### src/rtl/mux_arbiter.sv
// Round-robin arbiter that muxes one requester's data onto a shared registered path.
// Optional per-owner burst limit is enabled by defining MUX_ARB_BURST_LIMIT_EN.
module mux_arbiter #(
    parameter int S = 2,
    parameter int M = 3,
    parameter int L = 4,
    localparam int N = 2**S
) (
    input  logic           clk,
    input  logic           rst,
    input  logic [N-1:0]   req,
    input  logic [M*N-1:0] din,
    output logic [N-1:0]   gnt,
    output logic [S-1:0]   sel,
    output logic [M-1:0]   dout,
    output logic           dvalid
);

    typedef enum logic {IDLE, GRANT} state_t;

    state_t         state, state_n;
    logic [S-1:0]   ptr;
    logic [S-1:0]   win;
    logic [S-1:0]   idx;
    logic [S-1:0]   owner_n;
    logic [N-1:0]   cand;
    logic [N-1:0]   gnt_n;
    logic           found;
    logic           change;
    logic           burst_hit;

    if (L < 1) begin : g_bad_l
        $error("mux_arbiter: L must be >= 1");
    end

`ifdef MUX_ARB_BURST_LIMIT_EN
    localparam int CW = (L > 1) ? $clog2(L) : 1;
    logic [CW-1:0] cnt;

    assign burst_hit = (cnt == CW'(L - 1));

    always_ff @(posedge clk) begin
        if (rst || change || state_n != GRANT)
            cnt <= '0;
        else if (burst_hit)
            cnt <= '0;
        else
            cnt <= cnt + 1'b1;
    end
`else
    assign burst_hit = 1'b0;
`endif

    // The current owner never competes in its own search, so a burst handover
    // and a release both pick the next requester after the pointer.
    always_comb begin
        cand  = (state == GRANT) ? (req & ~gnt) : req;
        win   = '0;
        idx   = '0;
        found = 1'b0;
        for (int unsigned k = 0; k < N; k++) begin
            idx = ptr + S'(k);
            if (!found && cand[idx]) begin
                win   = idx;
                found = 1'b1;
            end
        end
    end

    always_comb begin
        state_n = state;
        owner_n = sel;
        change  = 1'b0;
        case (state)
            IDLE: begin
                if (found) begin
                    state_n = GRANT;
                    owner_n = win;
                    change  = 1'b1;
                end
            end
            GRANT: begin
                if (!req[sel]) begin
                    if (found) begin
                        owner_n = win;
                        change  = 1'b1;
                    end else begin
                        state_n = IDLE;
                        owner_n = '0;
                    end
                end else if (burst_hit && found) begin
                    owner_n = win;
                    change  = 1'b1;
                end
            end
            default: begin
                state_n = IDLE;
                owner_n = '0;
            end
        endcase
        gnt_n          = '0;
        gnt_n[owner_n] = (state_n == GRANT);
    end

    always_ff @(posedge clk) begin
        if (rst) begin
            state  <= IDLE;
            gnt    <= '0;
            sel    <= '0;
            ptr    <= '0;
            dout   <= '0;
            dvalid <= 1'b0;
        end else begin
            state  <= state_n;
            gnt    <= gnt_n;
            sel    <= (state_n == GRANT) ? owner_n : '0;
            if (change)
                ptr <= owner_n + 1'b1;
            dvalid <= (state == GRANT);
            dout   <= (state == GRANT) ? din[sel*M +: M] : '0;
        end
    end

endmodule

### config.mk
export PLATFORM = sky130hd
export DESIGN_NAME = mux_arbiter
export DESIGN_NICKNAME = d
export VERILOG_FILES = /design/src/rtl/mux_arbiter.sv
export SDC_FILE = /design/constraint.sdc
export NUM_CORES = 1
export LEC_CHECK = 0
export BUFFER_PORTS_ARGS = -buffer_cell sky130_fd_sc_hd__buf_4
export CAP_MARGIN = 20
export CORE_AREA = 2 2 46 48
export CTS_BUF_LIST = sky130_fd_sc_hd__clkbuf_16
export CTS_CLUSTER_DIAMETER = 30
export DETAILED_ROUTE_END_ITERATION = 10
export DIE_AREA = 0 0 48 50
export PLACE_DENSITY = 0.65
export SLEW_MARGIN = 15
export SYNTH_ARGS = -nofsm -noshare
export SYNTH_HDL_FRONTEND = slang
export SYNTH_SLANG_ARGS = --single-unit
### constraint.sdc
create_clock -name clk -period 3.8 [get_ports clk]
set_input_delay 0.76 -clock clk [delete_from_list [all_inputs] [get_ports clk]]
set_output_delay 0.76 -clock clk [all_outputs]
set_load 0.005 [all_outputs]
Word level (Yosys, flattened, before mapping)
Index checks and enable logic that the tools add are counted.
W data, S select, Z words.
{ "classes": {"add_sub_neg": 4, "n_mul": 1, "magnitude_cmp": 7, "n_shift": 1, "n_mux": 30, "n_bitwise": 5, "n_reduce_logical": 9} }
{ "ops": {"columns": ["op", "count"], "rows": [
  ["$lt A2 B3 Y1 const B", 6],
  ["$mux W2", 7],
  ["$mux W1", 13],
  ["$shiftx A12 B5 Y3", 1],
  ["$bmux W1 S2", 5],
  ["$and A4 B4 Y4", 2],
  ["$add A2 B1 Y2 const B", 2],
  ["$add A2 B2 Y2 const B", 2],
  ["$logic_and A1 B1 Y1", 4],
  ["$mul A2 B2 Y4 const B", 1],
  ["$mux W4", 1],
  ["$not A4 Y4", 1],
  ["$pmux W1 S2", 2],
  ["$pmux W2 S2", 1],
  ["$reduce_or A2 Y1", 2],
  ["$logic_not A1 Y1", 3],
  ["$demux W1 S2", 1],
  ["$ge A2 B1 Y1 const B", 1],
  ["$not A1 Y1", 2]
]} }
{ "totals": {"register_bits": 13, "output_inout_bits": 10, "elab_cells": 63} }

Depth between registers and ports, before layout
Gate-level depths: netlist (run 1).
{ "logic_depth": {"ltp_word": 23, "ltp_mapped": 9, "mapped_depth_nobuf": 8} }

Worst setup path after synthesis (run 1)
Ideal clock, no wire load.
{ "synth_timing": {"kind": "input to register", "startpoint": "input req[0]", "endpoint": "register ptr[1]", "t_arrival_ns": 2.184, "setup_slack_ns": 1.531, "path_stages": 8, "path_buffers": 0, "cell_sequence": "a21boi_2 > a21oi_1 > o221ai_2 > nor2_1 > a311oi_4 > inv_1 > ha_1 > a211oi_1"} }
{ "synth_between": {"elab_chain_cells": 18, "word_cells_on_any_way": 34} }
{ "synth_rtl": {"columns": ["item", "line", "text"], "rows": [
  ["start: declaration", "11", "input logic [N-1:0] req,"],
  ["$and A4 B4 Y4", "57", "cand = (state == GRANT) ? (req & ~gnt) : req;"],
  ["$mux W4", "57", null],
  ["$bmux W1 S2", "63", "if (!found && cand[idx]) begin"],
  ["$mux W1 (implied by the code)", "63", null],
  ["$mux W1", "63", null],
  ["$logic_not A1 Y1", "63", null],
  ["$logic_and A1 B1 Y1", "63", null],
  ["$mux W1", "63", null],
  ["[... 3 more ...]", null, null],
  ["$logic_not A1 Y1", "63", null],
  ["$logic_and A1 B1 Y1", "63", null],
  ["$mux W2 / $mux W1 (equally long branches)", "63", null],
  ["$mux W2", "84", "if (found) begin"],
  ["$mux W2", "83", "if (!req[sel]) begin"],
  ["$pmux W2 S2 *", "74", "case (state)"],
  ["named net owner_n[0]", "25", "logic [S-1:0] owner_n;"],
  ["$add A2 B1 Y2 *", "118", "ptr <= owner_n + 1'b1;"],
  ["end signal: assignment", "118", null],
  ["end: declaration", "22", "logic [S-1:0] ptr;"]
]} }
The timed path passes the listed nets; every way through them passes the cells marked *. The select of a mux whose other input is x is not followed.
A chain may end at the register's enable or synchronous reset.

Worst setup path in the final report (run 1)
{ "layout_timing": {"startpoint": "register state", "endpoint": "register ptr[1]"} }
{ "layout_between": {"elab_chain_cells": 17, "word_cells_on_any_way": 32} }
{ "layout_rtl": {"columns": ["item", "line", "text"], "rows": [
  ["start: declaration", "21", "state_t state, state_n;"],
  ["start signal: assignment", "114", "state <= state_n;"],
  ["$mux W4", "57", null],
  ["$bmux W1 S2", "63", null],
  ["$mux W1 (implied by the code)", "63", null],
  ["$mux W1", "63", null],
  ["$logic_not A1 Y1", "63", null],
  ["$logic_and A1 B1 Y1", "63", null],
  ["$mux W1", "63", null],
  ["$logic_not A1 Y1", "63", null],
  ["[... 2 more ...]", null, null],
  ["$logic_not A1 Y1", "63", null],
  ["$logic_and A1 B1 Y1", "63", null],
  ["$mux W2 / $mux W1 (equally long branches)", "63", null],
  ["$mux W2", "84", null],
  ["$mux W2", "83", null],
  ["$pmux W2 S2 *", "74", null],
  ["named net owner_n[0]", "25", null],
  ["$add A2 B1 Y2 *", "118", null]
]} }
Marks and branches as above.

==> metrics.yaml, run 1 <==
drt:
  drt-initial-drc-count: 2
  dr.pass1.iters: 2
  via_count: 576
  via_per_inst: 4.61
  wirelength_um: 1470
  wire_per_inst_um: 11.8
  antenna_left: 0
  drc_errors: 0
worst_hold_path:
  holdPathEnd: "ptr[0]"
  hp-start: "ptr[0]"
  hold_class: "flip-flop to flip-flop"
  holdPathStages: 2
logic_synthesis:
  synth_area_per_cell_sq_um: 10.5
  ys_ff_latch: 13
  yosys_most_used_dff: "dfxtp_1"
  netlist_instances: 69
  synth_edf_count: 0
  async_flop_share_pct: 0
  ys_types: 31
  yosys_warnings: 0
  ys_seq_area_share_pct: 35.9
  synth_fp_nets: 89
  syn-cell-area_sq_um: 724
floorplanning:
  initial_utilization_pct: 38.1
  dieArea_sq_um: 2400
  core_sq_um: 1900
  die_h_um: 50
  rows: 16
  dieWidth_um: 48
  io_pins: 28
grt:
  grt_first_pass_wirelength_um: 2460
  antenna_found_initial: 0
  grt_max_degree: 14
  grt_use_total_pct: 14.9
  overflow: 0
  grt_pass1_vias: 570
cts:
  clk_latency_ps: 230
  ctsHtreeMaxLevel: 1
  numClockSinks: 13
  root_buffer: "clkbuf_16"
  cts_tree: "done"
  cts-resized-gates: 0
  postCtsHoldBufs: 0
  cts_setup_buffers: 0
  numCtsBuffers: 3
  path_clk_slew_ps: 40
  cts_buffer_depth: 2
worst_setup_path:
  cp_data_required_time_ps: 3950
  crit_type: "flip-flop to flip-flop"
  reg2reg_depth: 8
  r2r-end: "ptr[1]"
  crit_path_end_kind: "flip-flop"
  critPathLaunchType: "flip-flop"
  worst_ep_arrival_time_ps: 2560
  worstReg2RegStart: "state"
  r2r_slack_ps: 1390
  critPathMaxFanout: 13
timing:
  fin_ws_ps: 1390
  min_period_over_period_pct: 63.5
  finalSetupViolCount: 0
  setup_tns_ps: 0
  finalWorstPathRequiredPeriod_ps: 2410
  relSlewSlack_pct: 66.5
  drv_slew: 0
  fmax_ghz: 0.414
  skew_ps: 0.833
  final_hold_viol_count: 0
  worstMarginPinSlew_ps: 502
  rsz0062_at_grt: "false"
pwr:
  power_density_nw_per_um2: 562
  leakagePower_nw: 0.466
  max-vdd-ir-drop_uv: 347
finish:
  syn_to_final_growth_pct: 40.4
  stdcell_area_sq_um: 1020
  nNetsFinal: 119
  antenna_cells: 0
  drive_above_1_share_pct: 39.8
place:
  place_ws_ps: 1260
  portBuffers: 27
  hpwl_um: 1200
  dpl_cell_area_sq_um: 938
  gp_congestion: 0.764
job:
  cap_violations: 0
run_status:
  outcome: "complete, no violations"
sequential cells by signal, summed over array words and instances, names as in the netlist:
register,count
dvalid,1
sel,2
state,1
gnt,4
dout,3
ptr,2
layout make-up:
cell class                      count  area, sq um
Clock buffer                        3         75.1
Clock inverter                      1         3.75
Fill cell                         175          885
Inverter                            4         15.0
Multi-Input combinational cell     50          427
Sequential cell                    13          260
Tap cell                           27         33.8
Timing Repair Buffer               27          203
logic make-up after synthesis:
kind of cell,synth area share (%)
compound gates,25.2
fa+ha+maj,3.45
buf+inv,5.18
flops,35.9
mux,14.0
simple gates,16.2
synthesized netlist by cell type, types with 2 or more instances:
| master | n | area (sq um) |
|---|---|---|
| inv_1 | 4 | 15.0 |
| buf_6 | 2 | 22.5 |
| mux4_2 | 3 | 67.6 |
| dfxtp_1 | 13 | 260 |
| nor2_1 | 7 | 26.3 |
| and2_1 | 2 | 12.5 |
| a21bo_1 | 2 | 20.0 |
| a211oi_1 | 2 | 15.0 |
| nand2_1 | 3 | 11.3 |
| a21oi_1 | 3 | 15.0 |
| mux2i_1 | 2 | 20.0 |
| ha_1 | 2 | 25.0 |
| nor3_1 | 2 | 10.0 |
| nor2b_1 | 4 | 25.0 |
| a21boi_2 | 2 | 22.5 |
layer usage:
metal | global-route usage, % | vias to the layer above | share of wire [%]
li1 | - | 310 | -
met1 | 18.3 | 260 | 45
met2 | 22.2 | 4 | 51
met3 | 4.40 | 2 | 1.4
met4 | 8.11 | 0 | 1.8
met5 | 0 | - | 0
worst max-delay path, stage by stage, from the launching register on:
cell and delay [ps]:
dfxtp_1 630, a21boi_0 270, nor4_2 460, nand2_1 90
a21oi_1 250, a311oi_4 80, inv_1 90, ha_1 240
a211oi_1 210
through the flow:
stage / util (%) / instances / total power [mW] / hold WS, ps
after floorplan: - / 69 / 0.325 / 498
after global placement: 49.3 / 121 / 0.382 / 516
after detailed placement: 49.3 / 121 / 0.382 / 520
after CTS: 53.5 / 125 / 0.578 / 525
after global routing: 53.5 / 125 / 0.607 / 551
final: 53.5 / 125 / 0.572 / 525
power by group:
part | internal (mW) | switching [mW] | leakage [nW]
registers | 0.163 | 0.0369 | 0.107
logic | 0.106 | 0.0773 | 0.317
clock network | 0.138 | 0.0505 | 0.0423
placed cells by master, fill, tap and decap left out, drive strengths merged, types with 2 or more instances in the layout:
cell type and count:
buf 27, dfxtp 13, nor2 7, inv 5
nor2b 4, a21boi 4, a21oi 3, nand2 3
mux4 3, clkbuf 3, mux2i 3, a21bo 2
a211oi 2, and2 2, nor3 2, ha 2
worst max path at each step:
stage            from      to  depth (start not counted)
2_1_floorplan  req[0]  ptr[1]                          8
3_3_place_gp   req[3]  ptr[1]                          9
6_report        state  ptr[1]                          8
5_1_grt         state  ptr[1]                          8
4_1_cts         state  ptr[1]                          8
3_5_place_dp   req[1]  ptr[1]                          8
No activity file was read; power rests on OpenSTA's default activity.
==> inputs of run 2 (changes only) <==
--- a/config.mk
+++ b/config.mk
@@ -12,7 +12,7 @@
 export CTS_CLUSTER_DIAMETER = 30
 export DETAILED_ROUTE_END_ITERATION = 10
 export DIE_AREA = 0 0 48 50
-export PLACE_DENSITY = 0.65
+export PLACE_DENSITY = 0.68
 export SLEW_MARGIN = 15
 export SYNTH_ARGS = -nofsm -noshare
 export SYNTH_HDL_FRONTEND = slang
==> constraint.sdc (replaced) <==
create_clock -name clk -period 2 [get_ports clk]
set_input_delay 0.4 -clock clk [delete_from_list [all_inputs] [get_ports clk]]
set_output_delay 0.4 -clock clk [all_outputs]
set_load 0.005 [all_outputs]
==> run 2 against run 1 <==
Against the previous run: sequential power increased by 82%; clock skew up 0.78 ps; global-route usage up 0.49 points; via count increased by 11%; critical path type unchanged; largest cell class unchanged; highest routed layer unchanged.
==> metrics.yaml, run 2 (synthesis results as in run 1) <==
cts:
  path_clk_slew_ps: 40
  cts_tree: "done"
  clk_latency_ps: 240
  numCtsBuffers: 3
  ctsHtreeMaxLevel: 1
  numClockSinks: 13
  postCtsHoldBufs: 0
  cts_buffer_depth: 2
  root_buffer: "clkbuf_16"
finish:
  multi_input_area_sq_um: 465
  seqCellArea_sq_um: 264
  largest_register: "gnt"
  syn_to_final_growth_pct: 57.7
  layout_commonest_cell: "buf_4"
  nNetsFinal: 130
  final_cell_mix: "buf_4, dfxtp_1, nor2_1"
  drive_above_1_share_pct: 53.2
  antenna_cells: 0
  largestRegisters: "gnt x4, dout x3"
  final_cells: 136
  fillCellCount: 152
  largest_reg_flops: 4
grt:
  grt_use_total_pct: 15.3
  grt_first_pass_wirelength_um: 2630
  grt_max_degree: 8
  groute.layer.met3.usage_pct: 3.30
  overflow: 0
  met2_usage_pct: 23.6
  top_usage_layer: "met2"
  antenna_found_initial: 0
  grt_util_met1_pct: 20.6
  grt_pass1_vias: 595
floorplanning:
  dieArea_sq_um: 2400
  rows: 16
  dieWidth_um: 48
  io_pins: 28
  initial_utilization_pct: 38.1
  core_sq_um: 1900
  die_h_um: 50
timing:
  worstMarginPinSlew_ps: 383
  rsz0062_at_grt: "true"
  timing.hold.ws_ps: 360
  drv_slew: 0
  relSlewSlack_pct: 74.3
  fmax_ghz: 0.516
  skew_ps: 1.62
  min_period_over_period_pct: 96.8
  finalSetupViolCount: 0
  final_hold_viol_count: 0
  fin_ws_ps: 63.5
  finalWorstPathRequiredPeriod_ps: 1940
drt:
  dr.pass1.iters: 4
  via_count: 639
  wire_per_inst_um: 12.9
  via_per_inst: 4.70
  drc_errors: 0
  drt-initial-drc-count: 7
  wirelength_um: 1750
  antenna_left: 0
worst_setup_path:
  critPathMaxFanout: 6
  crit_type: "flip-flop to flip-flop"
  cp_data_required_time_ps: 2160
  critPathLaunchType: "flip-flop"
  crit_path_end_kind: "flip-flop"
  worst_ep_arrival_time_ps: 2100
  r2r_slack_ps: 60
place:
  portBuffers: 27
  place_ws_ps: -147
  hpwl_um: 1380
  dp.cells: 132
  gp_congestion: 0.766
run_status:
  outcome: "complete, no violations"
pwr:
  max-vdd-ir-drop_uv: 634
  leakagePower_nw: 0.527
  power_density_nw_per_um2: 1060
job:
  cap_violations: 0
worst_hold_path:
  hold_class: "primary input to flip-flop"
run 2: changes by cell type in the layout (fill, tap and decap cells not counted), sizes merged:
| cell | delta |
|---|---|
| buf | +11 |
run 2: area by class of cell:
| type | instances | area share (%) |
|---|---|---|
| Clock buffer | 3 | 6.57 |
| Clock inverter | 1 | 0.329 |
| Inverter | 4 | 1.31 |
| Multi-Input combinational cell | 50 | 40.7 |
| Sequential cell | 13 | 23.1 |
| Tap cell | 27 | 2.96 |
| Timing Repair Buffer | 38 | 25.0 |
run 2: where the power goes:
| group | total, mW | internal (mW) | switching [mW] |
|---|---|---|---|
| clock network | 0.361 | 0.263 | 0.0983 |
| logic | 0.484 | 0.279 | 0.204 |
| registers | 0.365 | 0.309 | 0.0556 |
| total | 1.21 | 0.851 | 0.358 |
run 2: path summary, 6_finish.rpt:
check | startpoint | endpoint | cells after the start
worst min register to register | ptr[0] | ptr[0] | 2
worst min-delay path | rst | ptr[1] | 2
worst max register to register | state | ptr[1] | 8
worst max-delay path | state | ptr[1] | 8
run 2: what timing repair did:
item / CTS / global route
setup buffers: 0 / 0
gates cloned: 0 / 0
setup endpoints to repair: 2 / 2
pin swaps: 0 / 4
gates resized for setup: 3 / 8
run 2: metal layers:
metal  vias up  share of wire (%)
met3         2                1.3
met4         0                1.1
met5         -                  0
met2        10                 53
met1       297                 44
li1        330                  -
run 2: critical path, stage by stage, from the launching register on:
cell	delay [ps]
dfxtp_4	360
buf_4	140
a21bo_1	170
a211oi_1	260
o31ai_2	120
o2bb2ai_1	130
a22o_2	260
ha_4	250
a211oi_2	160
run 2: metrics by stage:
stage	total power, mW	setup TNS [ps]	instance area (sq um)	utilization (%)
floorplan	0.617	0	724	-
global placement	0.786	-102	1020	53.7
detailed placement	0.794	-201	1020	53.7
CTS	1.17	0	1110	58.4
global route	1.29	-24.1	1140	60.1
finish	1.21	0	1140	60.1
